[src/rtl/dropout_lanes_lfsr.sv]
// Streaming random-dropout unit: each lane of a beat is zeroed when its slice of a Galois LFSR
// falls below cfg_rate; kept lanes optionally scaled by a saturating left shift.
module dropout_lanes_lfsr #(
  parameter int                LANES  = 4,
  parameter int                DATA_W = 8,
  parameter int                RATE_W = 8,
  parameter int                LFSR_W = 32,
  parameter logic [LFSR_W-1:0] POLY   = 32'h8020_0003,
  parameter logic [LFSR_W-1:0] SEED   = 32'hACE1_2025
) (
  input  logic                      clk,
  input  logic                      rst_n,
  input  logic                      ena,
  input  logic [RATE_W-1:0]         cfg_rate,
  input  logic                      cfg_scale,
  input  logic [1:0]                cfg_shift,
  input  logic                      seed_load,
  input  logic [LFSR_W-1:0]         seed_val,
  input  logic                      stat_clr,
  input  logic                      in_valid,
  output logic                      in_ready,
  input  logic [LANES*DATA_W-1:0]   in_data,
  output logic                      out_valid,
  input  logic                      out_ready,
  output logic [LANES*DATA_W-1:0]   out_data,
  output logic [LANES-1:0]          out_mask,
  output logic [15:0]               drop_count
);

  function automatic logic [LFSR_W-1:0] f_lfsr_step(input logic [LFSR_W-1:0] s);
    f_lfsr_step = (s >> 1) ^ (s[0] ? POLY : {LFSR_W{1'b0}});
  endfunction

  function automatic logic [DATA_W-1:0] f_scale(input logic [DATA_W-1:0] d,
                                                input logic [1:0]        sh);
    logic [DATA_W+2:0] w;
    w = {3'b000, d} << sh;
    if (w[DATA_W+2 -: 3] != 3'b000) begin
      f_scale = {DATA_W{1'b1}};
    end else begin
      f_scale = w[DATA_W-1:0];
    end
  endfunction

  function automatic logic [15:0] f_popcount(input logic [LANES-1:0] m);
    f_popcount = 16'd0;
    for (int i = 0; i < LANES; i++) begin
      f_popcount = f_popcount + {15'd0, m[i]};
    end
  endfunction

  logic [LFSR_W-1:0]       r_lfsr;
  logic                    r_out_valid;
  logic [LANES*DATA_W-1:0] r_out_data;
  logic [LANES-1:0]        r_out_mask;
  logic [15:0]             r_drop_count;

  logic                    w_accept;
  logic [LANES-1:0]        w_drop;
  logic [LANES*DATA_W-1:0] w_proc;
  logic [LFSR_W-1:0]       w_lfsr_nxt;
  logic [16:0]             w_cnt_sum;
  logic [15:0]             w_cnt_nxt;

  assign in_ready = ena & rst_n & (~r_out_valid | out_ready);
  assign w_accept = in_valid & in_ready;

  // Lane randomness comes from the pre-step LFSR value of the accepting cycle.
  for (genvar g = 0; g < LANES; g++) begin : g_lane
    assign w_drop[g] = (r_lfsr[g*RATE_W +: RATE_W] < cfg_rate);
    assign w_proc[g*DATA_W +: DATA_W] =
      w_drop[g] ? {DATA_W{1'b0}} :
      (cfg_scale ? f_scale(in_data[g*DATA_W +: DATA_W], cfg_shift)
                 : in_data[g*DATA_W +: DATA_W]);
  end

  // LFSR next state: a seed load overrides the per-beat step.
  always_comb begin
    w_lfsr_nxt = r_lfsr;
    if (ena && seed_load) begin
      w_lfsr_nxt = (seed_val == {LFSR_W{1'b0}}) ? SEED : seed_val;
    end else if (w_accept) begin
      w_lfsr_nxt = f_lfsr_step(r_lfsr);
    end else begin
      w_lfsr_nxt = r_lfsr;
    end
  end

  // Drop statistic next state, saturating; clear beats a concurrent increment.
  always_comb begin
    w_cnt_sum = {1'b0, r_drop_count} + {1'b0, f_popcount(w_drop)};
    w_cnt_nxt = r_drop_count;
    if (stat_clr) begin
      w_cnt_nxt = 16'd0;
    end else if (w_accept) begin
      w_cnt_nxt = w_cnt_sum[16] ? 16'hFFFF : w_cnt_sum[15:0];
    end else begin
      w_cnt_nxt = r_drop_count;
    end
  end

  // State and output register; output data is held until the next accepted beat.
  always_ff @(posedge clk) begin
    if (!rst_n) begin
      r_lfsr       <= SEED;
      r_out_valid  <= 1'b0;
      r_out_data   <= {(LANES*DATA_W){1'b0}};
      r_out_mask   <= {LANES{1'b0}};
      r_drop_count <= 16'd0;
    end else begin
      r_lfsr       <= w_lfsr_nxt;
      r_drop_count <= w_cnt_nxt;
      if (w_accept) begin
        r_out_valid <= 1'b1;
        r_out_data  <= w_proc;
        r_out_mask  <= ~w_drop;
      end else if (out_ready) begin
        r_out_valid <= 1'b0;
      end else begin
        r_out_valid <= r_out_valid;
      end
    end
  end

  assign out_valid  = r_out_valid;
  assign out_data   = r_out_data;
  assign out_mask   = r_out_mask;
  assign drop_count = r_drop_count;

endmodule

[config.mk]
export PLATFORM = sky130hd
export DESIGN_NAME = dropout_lanes_lfsr
export DESIGN_NICKNAME = d
export VERILOG_FILES = /design/src/rtl/dropout_lanes_lfsr.sv
export SDC_FILE = /design/constraint.sdc
export NUM_CORES = 1
export LEC_CHECK = 0
export CELL_PAD_IN_SITES_DETAIL_PLACEMENT = 0
export CELL_PAD_IN_SITES_GLOBAL_PLACEMENT = 1
export CORE_ASPECT_RATIO = 1.25
export CORE_MARGIN = 2
export CORE_UTILIZATION = 47
export DETAILED_ROUTE_END_ITERATION = 16
export DONT_BUFFER_PORTS = 1
export PLACE_DENSITY = 0.87
export SYNTH_ARGS = -nofsm -noshare
export SYNTH_HDL_FRONTEND = slang
export SYNTH_SLANG_ARGS = --single-unit
[constraint.sdc]
create_clock -name clk -period 3.5 [get_ports clk]
set_clock_uncertainty 0.05 [all_clocks]
set_input_delay 0.175 -clock clk [delete_from_list [all_inputs] [get_ports clk]]
set_output_delay 0.175 -clock clk [all_outputs]
set_load 0.02 [all_outputs]
==> results_dict.tcl, run 1 <==
set metrics [dict create \
    synth-seq-area-share_pct 33.29 \
    drc 0 \
    place_ws_ps 97.62 \
    die-area_um2 11730 \
    fin_crit_ps 3251 \
    yosys.area_share.xor_xnor_pct 2.228 \
    relSlewSlack_pct 39.00 \
    synth_enable_flop_cells 0 \
    core-area_um2 10620 \
    h-tree-depth 3 \
    grt_overflow_total 0 \
    diodes 0 \
    cts_buffer_depth 2 \
    synthTopCellsByArea "dfxtp_1 (33%), nand2_1 (8.3%), ha_1 (7.1%), mux4_2 (7.1%), o21ai_0 (5.7%)" \
    synthToLayoutAreaGrowth_pct 16.38 \
    total_power_mw 2.447 \
    crit_top_cell "fa_1" \
    cp_top_family "adder cells" \
    peakVddDrop_v 0.0002022 \
    detail_route.first_pass.iterations 5 \
    die_h_um 120.6 \
    wl_um 15390 \
    rows 42 \
    async_flop_share_pct 0 \
    hold_viol 0 \
    ys.warnings.count 0 \
    synth_top_family_by_area "compound AO/OA/AOI/OAI gates" \
    dpl_cell_area_um2 5160 \
    drive_gt1_share_pct 7.515 \
    hp-class "primary input to flip-flop" \
    clock_sinks 85 \
    design_area_um2 5948 \
    wl_per_cell_um 19.63 \
    worstSetupEndpointType "flip-flop" \
    netlist.area_leader.share_pct 33.29 \
    ant_nets 0 \
    clock.fmax_mhz 307.6 \
    maxCapViolations 0 \
    yosysMostFrequentCell "nand2_1" \
    grtUsageTotal_pct 26.05 \
    via_count 4947 \
    grt_max_degree 48 \
    layout_setup_ws_ps 248.9 \
    cp_slowest_cell "fa_1" \
    clk_pin_slew_ps 70 \
    tightest_slew_ps 912.9 \
    antenna_found_initial 0 \
    grt_pass1_wl_um 24610 \
    drt-vias-per-instance 6.310 \
    tns_ps 0 \
    criticalPathCategory "flip-flop to flip-flop" \
    cts_tree "built" \
    status "completed" \
    synth_fa_ha_area_share_pct 8.274 \
    rsz0062_at_grt "false" \
    nets 761 \
    setup_violations 0 \
    avgSynthCellArea_um2 8.217 \
    start_util_pct 48.15 \
    final-max-slew-violation-count 0 \
    clkLatencyLatePin_ps 350 \
    synthTopCellsByCount "nand2_1 (113), dfxtp_1 (85), o21ai_0 (58), a21oi_1 (42), nor2_1 (37)" \
    cpPeakStageDelay_ps 540 \
    die_w_um 97.27 \
    p_per_area_nw_per_um2 411.4 \
    synth_flop_cell "dfxtp_1" \
    cp.arrival_ps 3410 \
    synth-compound-area-share_pct 23.60 \
    grt_pass1_vias 4936 \
    synth.area.mux_share_pct 8.225 \
    dp_hpwl_um 10360 \
    yosysTopAreaCell "dfxtp_1" \
    portBuffers 0 \
    root_buffer "clkbuf_16" \
    critPathLaunchType "flip-flop" \
    ys_ff_latch 85 \
    synth_cells 622 \
    cts_made_buffers 9 \
    min_period_over_period_pct 92.89 \
    crit_buf_inv 1 \
    syn-num-nets 736 \
    timing.hold.ws_ps 2.221 \
    power.leakage_nw 2.150 \
    ys_types 47 \
    drt_iter0_drc 199 \
    cp_max_fo 3 \
    routabilityCongestion 0.8963 \
    boundaryPins 136 \
    path_cells "ha_1 -> nand2_1 -> o21ai_1 -> a41oi_2 -> fa_1 -> inv_1 -> fa_1 -> nor2b_1 -> nor2_1 -> or4_4 -> xor2_1 -> a21oi_2" \
    crit_required_ps 3660 \
    synthSimpleGateAreaFrac_pct 19.85 \
    syn-cell-area_um2 5111 \
]
==> stage by stage <==
stage,utilization (%),std cells
global route,56.03,784
CTS,55.82,784
global placement,48.61,720
detailed placement,48.61,720
finish,56.03,784
floorplan,-,622
==> per-layer routing <==
metal / track usage (%) / vias to the layer above / wire length [um]
met4: 11.55 / 0 / 414
met3: 6.069 / 27 / 1138
li1: - / 2342 / -
met2: 45.14 / 195 / 7700
met1: 30.83 / 2383 / 6140
met5: 0 / - / 0
==> power by group <==
| group | switching [mW] | internal, mW | leakage, nW |
|---|---|---|---|
| registers | 0.0686 | 1.02 | 0.695 |
| clock network | 0.426 | 0.506 | 0.135 |
| logic | 0.220 | 0.207 | 1.32 |
==> cell usage in the layout, fill, tap and decap left out, types with 4 or more instances in the layout <==
master	Yosys	routed
a21o_1	4	4
nand3_1	11	10
clkbuf_16	0	9
a311oi_1	19	19
o21ai_0	58	56
o21a_1	6	6
dfxtp_1	85	85
dlygate4sd3_1	0	48
nand4_1	6	6
mux4_2	16	16
mux2i_1	6	6
nand2b_1	6	6
inv_1	17	17
a211oi_1	10	10
nand2_1	113	113
xnor2_1	6	6
nor2b_1	10	10
nor3_1	10	10
a21oi_1	42	42
nor2_1	37	36
buf_4	0	6
o22ai_1	27	27
nor4_1	9	9
ha_1	29	29
xor2_1	7	7
o211ai_1	8	8
==> timing repair <==
item / CTS / global route
setup buffers: 0 / 0
setup endpoints to repair: 0 / 16
endpoints found under the hold margin: 52 / 0
resized for setup: 0 / 6
hold buffers: 48 / 0
==> state kept, by name, summed over array words and instances, names as in the netlist <==
name and count:
drop_count 16, out_data 32, out_valid 1, r_lfsr 32
out_mask 4
==> kinds of logic (layout without fill, tap and decap cells) <==
family,after synthesis,count (layout)
flip-flops,85,85
multiplexers,22,22
AND/OR/NAND/NOR,219,219
XOR/XNOR,13,13
adder cells (fa/ha/maj),32,32
AO/OA/AOI/OAI,193,193
buffers and inverters,58,88
==> worst register-to-register path, delay by kind of cell (launching register included) <==
kind            cells  cell delay, ps
simple gates        4             820
fa+ha+maj           3            1230
buf+inv             1              50
flops               1             320
compound gates      3             470
xor+xnor            1             180
==> path summary, 6_finish.rpt <==
check / endpoint / slack, ps / cells after the start / from
worst max register to register: drop_count[13] / 250 / 12 / r_lfsr[18]
worst min-delay path: out_data[12] / 2 / 2 / in_data[12]
worst max-delay path: drop_count[13] / 250 / 12 / r_lfsr[18]
worst min register to register: r_lfsr[14] / 460 / 2 / r_lfsr[15]
==> area by class of cell <==
type	instances	area, um2
Fill cell	979	4667
Multi-Input combinational cell	479	3203
Sequential cell	85	1702
Timing Repair Buffer	54	525.5
Clock buffer	10	239.0
Tap cell	132	165.2
Inverter	18	67.56
Clock inverter	6	46.29
No activity file was read; power rests on OpenSTA's default activity.
==> run 2: changes to the inputs <==
CORE_ASPECT_RATIO = 1.75   (was 1.25)
==> run 2 against run 1 <==
  * Sequential share of layout area grew 0.28 points
  * Combinational power shrank 4%
  * Largest power group unchanged
  * Final cell count down 1.4%
  * Cell area fell by 0.97%
  * Worst setup slack worse by 68 ps
  * Clock power rose by 16%
  * Hold slack improved by 1.1 ps
  * Clock-buffer cell count increased by 1
  * Total power is 5.5% higher
  * Die area increased by 0.24%
  * Sequential power about the same
==> results_dict.tcl, run 2 (same netlist as run 1, synthesis figures left out) <==
set metrics [dict create \
    die_h_um 142.0 \
    cpPeakStageDelay_ps 540 \
    cp.arrival_ps 3470 \
    tightest_slew_ps 813.5 \
    worstSetupEndpointType "flip-flop" \
    nets 753 \
    grtUsageTotal_pct 25.92 \
    rsz0062_at_grt "true" \
    cts_made_buffers 9 \
    root_buffer "clkbuf_16" \
    peakVddDrop_v 0.0002701 \
    holdPathStages 2 \
    min_period_over_period_pct 94.83 \
    critPathLaunchType "flip-flop" \
    grt_overflow_total 0 \
    clk_pin_slew_ps 60 \
    die_w_um 82.83 \
    fin_crit_ps 3319 \
    drive_gt1_share_pct 7.309 \
    wl_per_cell_um 19.61 \
    layout_setup_ws_ps 181.1 \
    setup_violations 0 \
    rows 50 \
    grt_pass1_vias 4909 \
    final-max-slew-violation-count 0 \
    boundaryPins 136 \
    grt_max_degree 55 \
    final_cell_mix "nand2_1 (113), dfxtp_1 (85), o21ai_0 (58), a21oi_1 (42), dlygate4sd3_1 (37)" \
    reg2regPathDepth 12 \
    total_power_mw 2.582 \
    final_common_cell "nand2_1" \
    cts_buffer_depth 2 \
    cts_setup_buffers 0 \
    crit_top_cell "fa_1" \
    drc 0 \
    antenna_found_initial 0 \
    criticalPathCategory "flip-flop to flip-flop" \
    core-area_um2 10640 \
    synthToLayoutAreaGrowth_pct 15.25 \
    cts_tree "built" \
    cp_slowest_cell "fa_1" \
    routabilityCongestion 0.8704 \
    clkLatencyLatePin_ps 330 \
    tns_ps 0 \
    hp-class "primary input to flip-flop" \
    ant_nets 0 \
    placed_cells 721 \
    power.leakage_nw 2.137 \
    via_count 4820 \
    crit_required_ps 3650 \
    layout.cells.non_filler 773 \
    h-tree-depth 3 \
    dp_hpwl_um 10900 \
    path_cells "ha_1 -> nand2_1 -> o21ai_0 -> a41oi_1 -> fa_1 -> inv_1 -> fa_1 -> nor2b_1 -> nor2_1 -> or4_4 -> xor2_1 -> a21oi_2" \
    die-area_um2 11760 \
    p_per_area_nw_per_um2 438.4 \
    detail_route.first_pass.iterations 4 \
    clock_sinks 85 \
    grt_pass1_wl_um 24480 \
    status "completed" \
    hold_viol 0 \
    wl_um 15160 \
    clock.fmax_mhz 301.3 \
    diodes 0 \
    relSlewSlack_pct 45.56 \
    drt_iter0_drc 144 \
    cp_max_fo 3 \
    final_util_pct 55.39 \
    portBuffers 0 \
    drt-vias-per-instance 6.235 \
    start_util_pct 48.06 \
    maxCapViolations 0 \
    place_ws_ps 139.3 \
]
## run 2: layer usage
metal | share of wire, % | track usage (%) | vias to the layer above
met5 | 0 | 0 | -
met4 | 3.7 | 11.30 | 0
met3 | 6.4 | 7.657 | 36
met2 | 54 | 49.15 | 162
met1 | 36 | 25.82 | 2307
li1 | - | - | 2315
## run 2: cell type report
type | count | area (um2)
multi-input cells | 479 | 3191
clock buffers | 11 | 232.7
inverters | 18 | 67.56
well taps | 130 | 162.7
clock inverters | 4 | 97.59
repair buffers | 46 | 437.9
fillers | 972 | 4745
flip-flops and latches | 85 | 1702
## run 2: path summary, 6_finish.rpt
check               startpoint             end  slack, ps
setup / recovery     r_lfsr[2]  drop_count[13]        180
hold / removal    seed_val[27]      r_lfsr[27]          3
setup reg to reg     r_lfsr[2]  drop_count[13]        180
hold reg to reg     r_lfsr[14]      r_lfsr[14]        450
## run 2: report_power, final
part           switching (mW)  leakage [nW]  internal (mW)
registers              0.0718         0.695           1.02
logic                   0.211          1.29          0.198
clock network           0.388         0.156          0.695
total                   0.670          2.14           1.91
## run 2: metrics by stage
step	instance area, um2	hold WS (ps)
CTS	5871	0.3893
floorplan	5111	261.0
finish	5891	3.271
detailed placement	5180	211.5
global route	5891	5.290
global placement	5180	208.8
## run 2: critical path: cells and delay by family (launching register included)
kind | cells | cell delay, ps
fa+ha+maj | 3 | 1220
simple gates | 4 | 820
compound gates | 3 | 520
flops | 1 | 330
xor+xnor | 1 | 180
buf+inv | 1 | 50
## run 2: timing repair
action,4_1_cts,5_1_grt
hold buffers,36,1
setup endpoints to repair,0,13
hold endpoints to repair,38,1
resized for setup,0,2
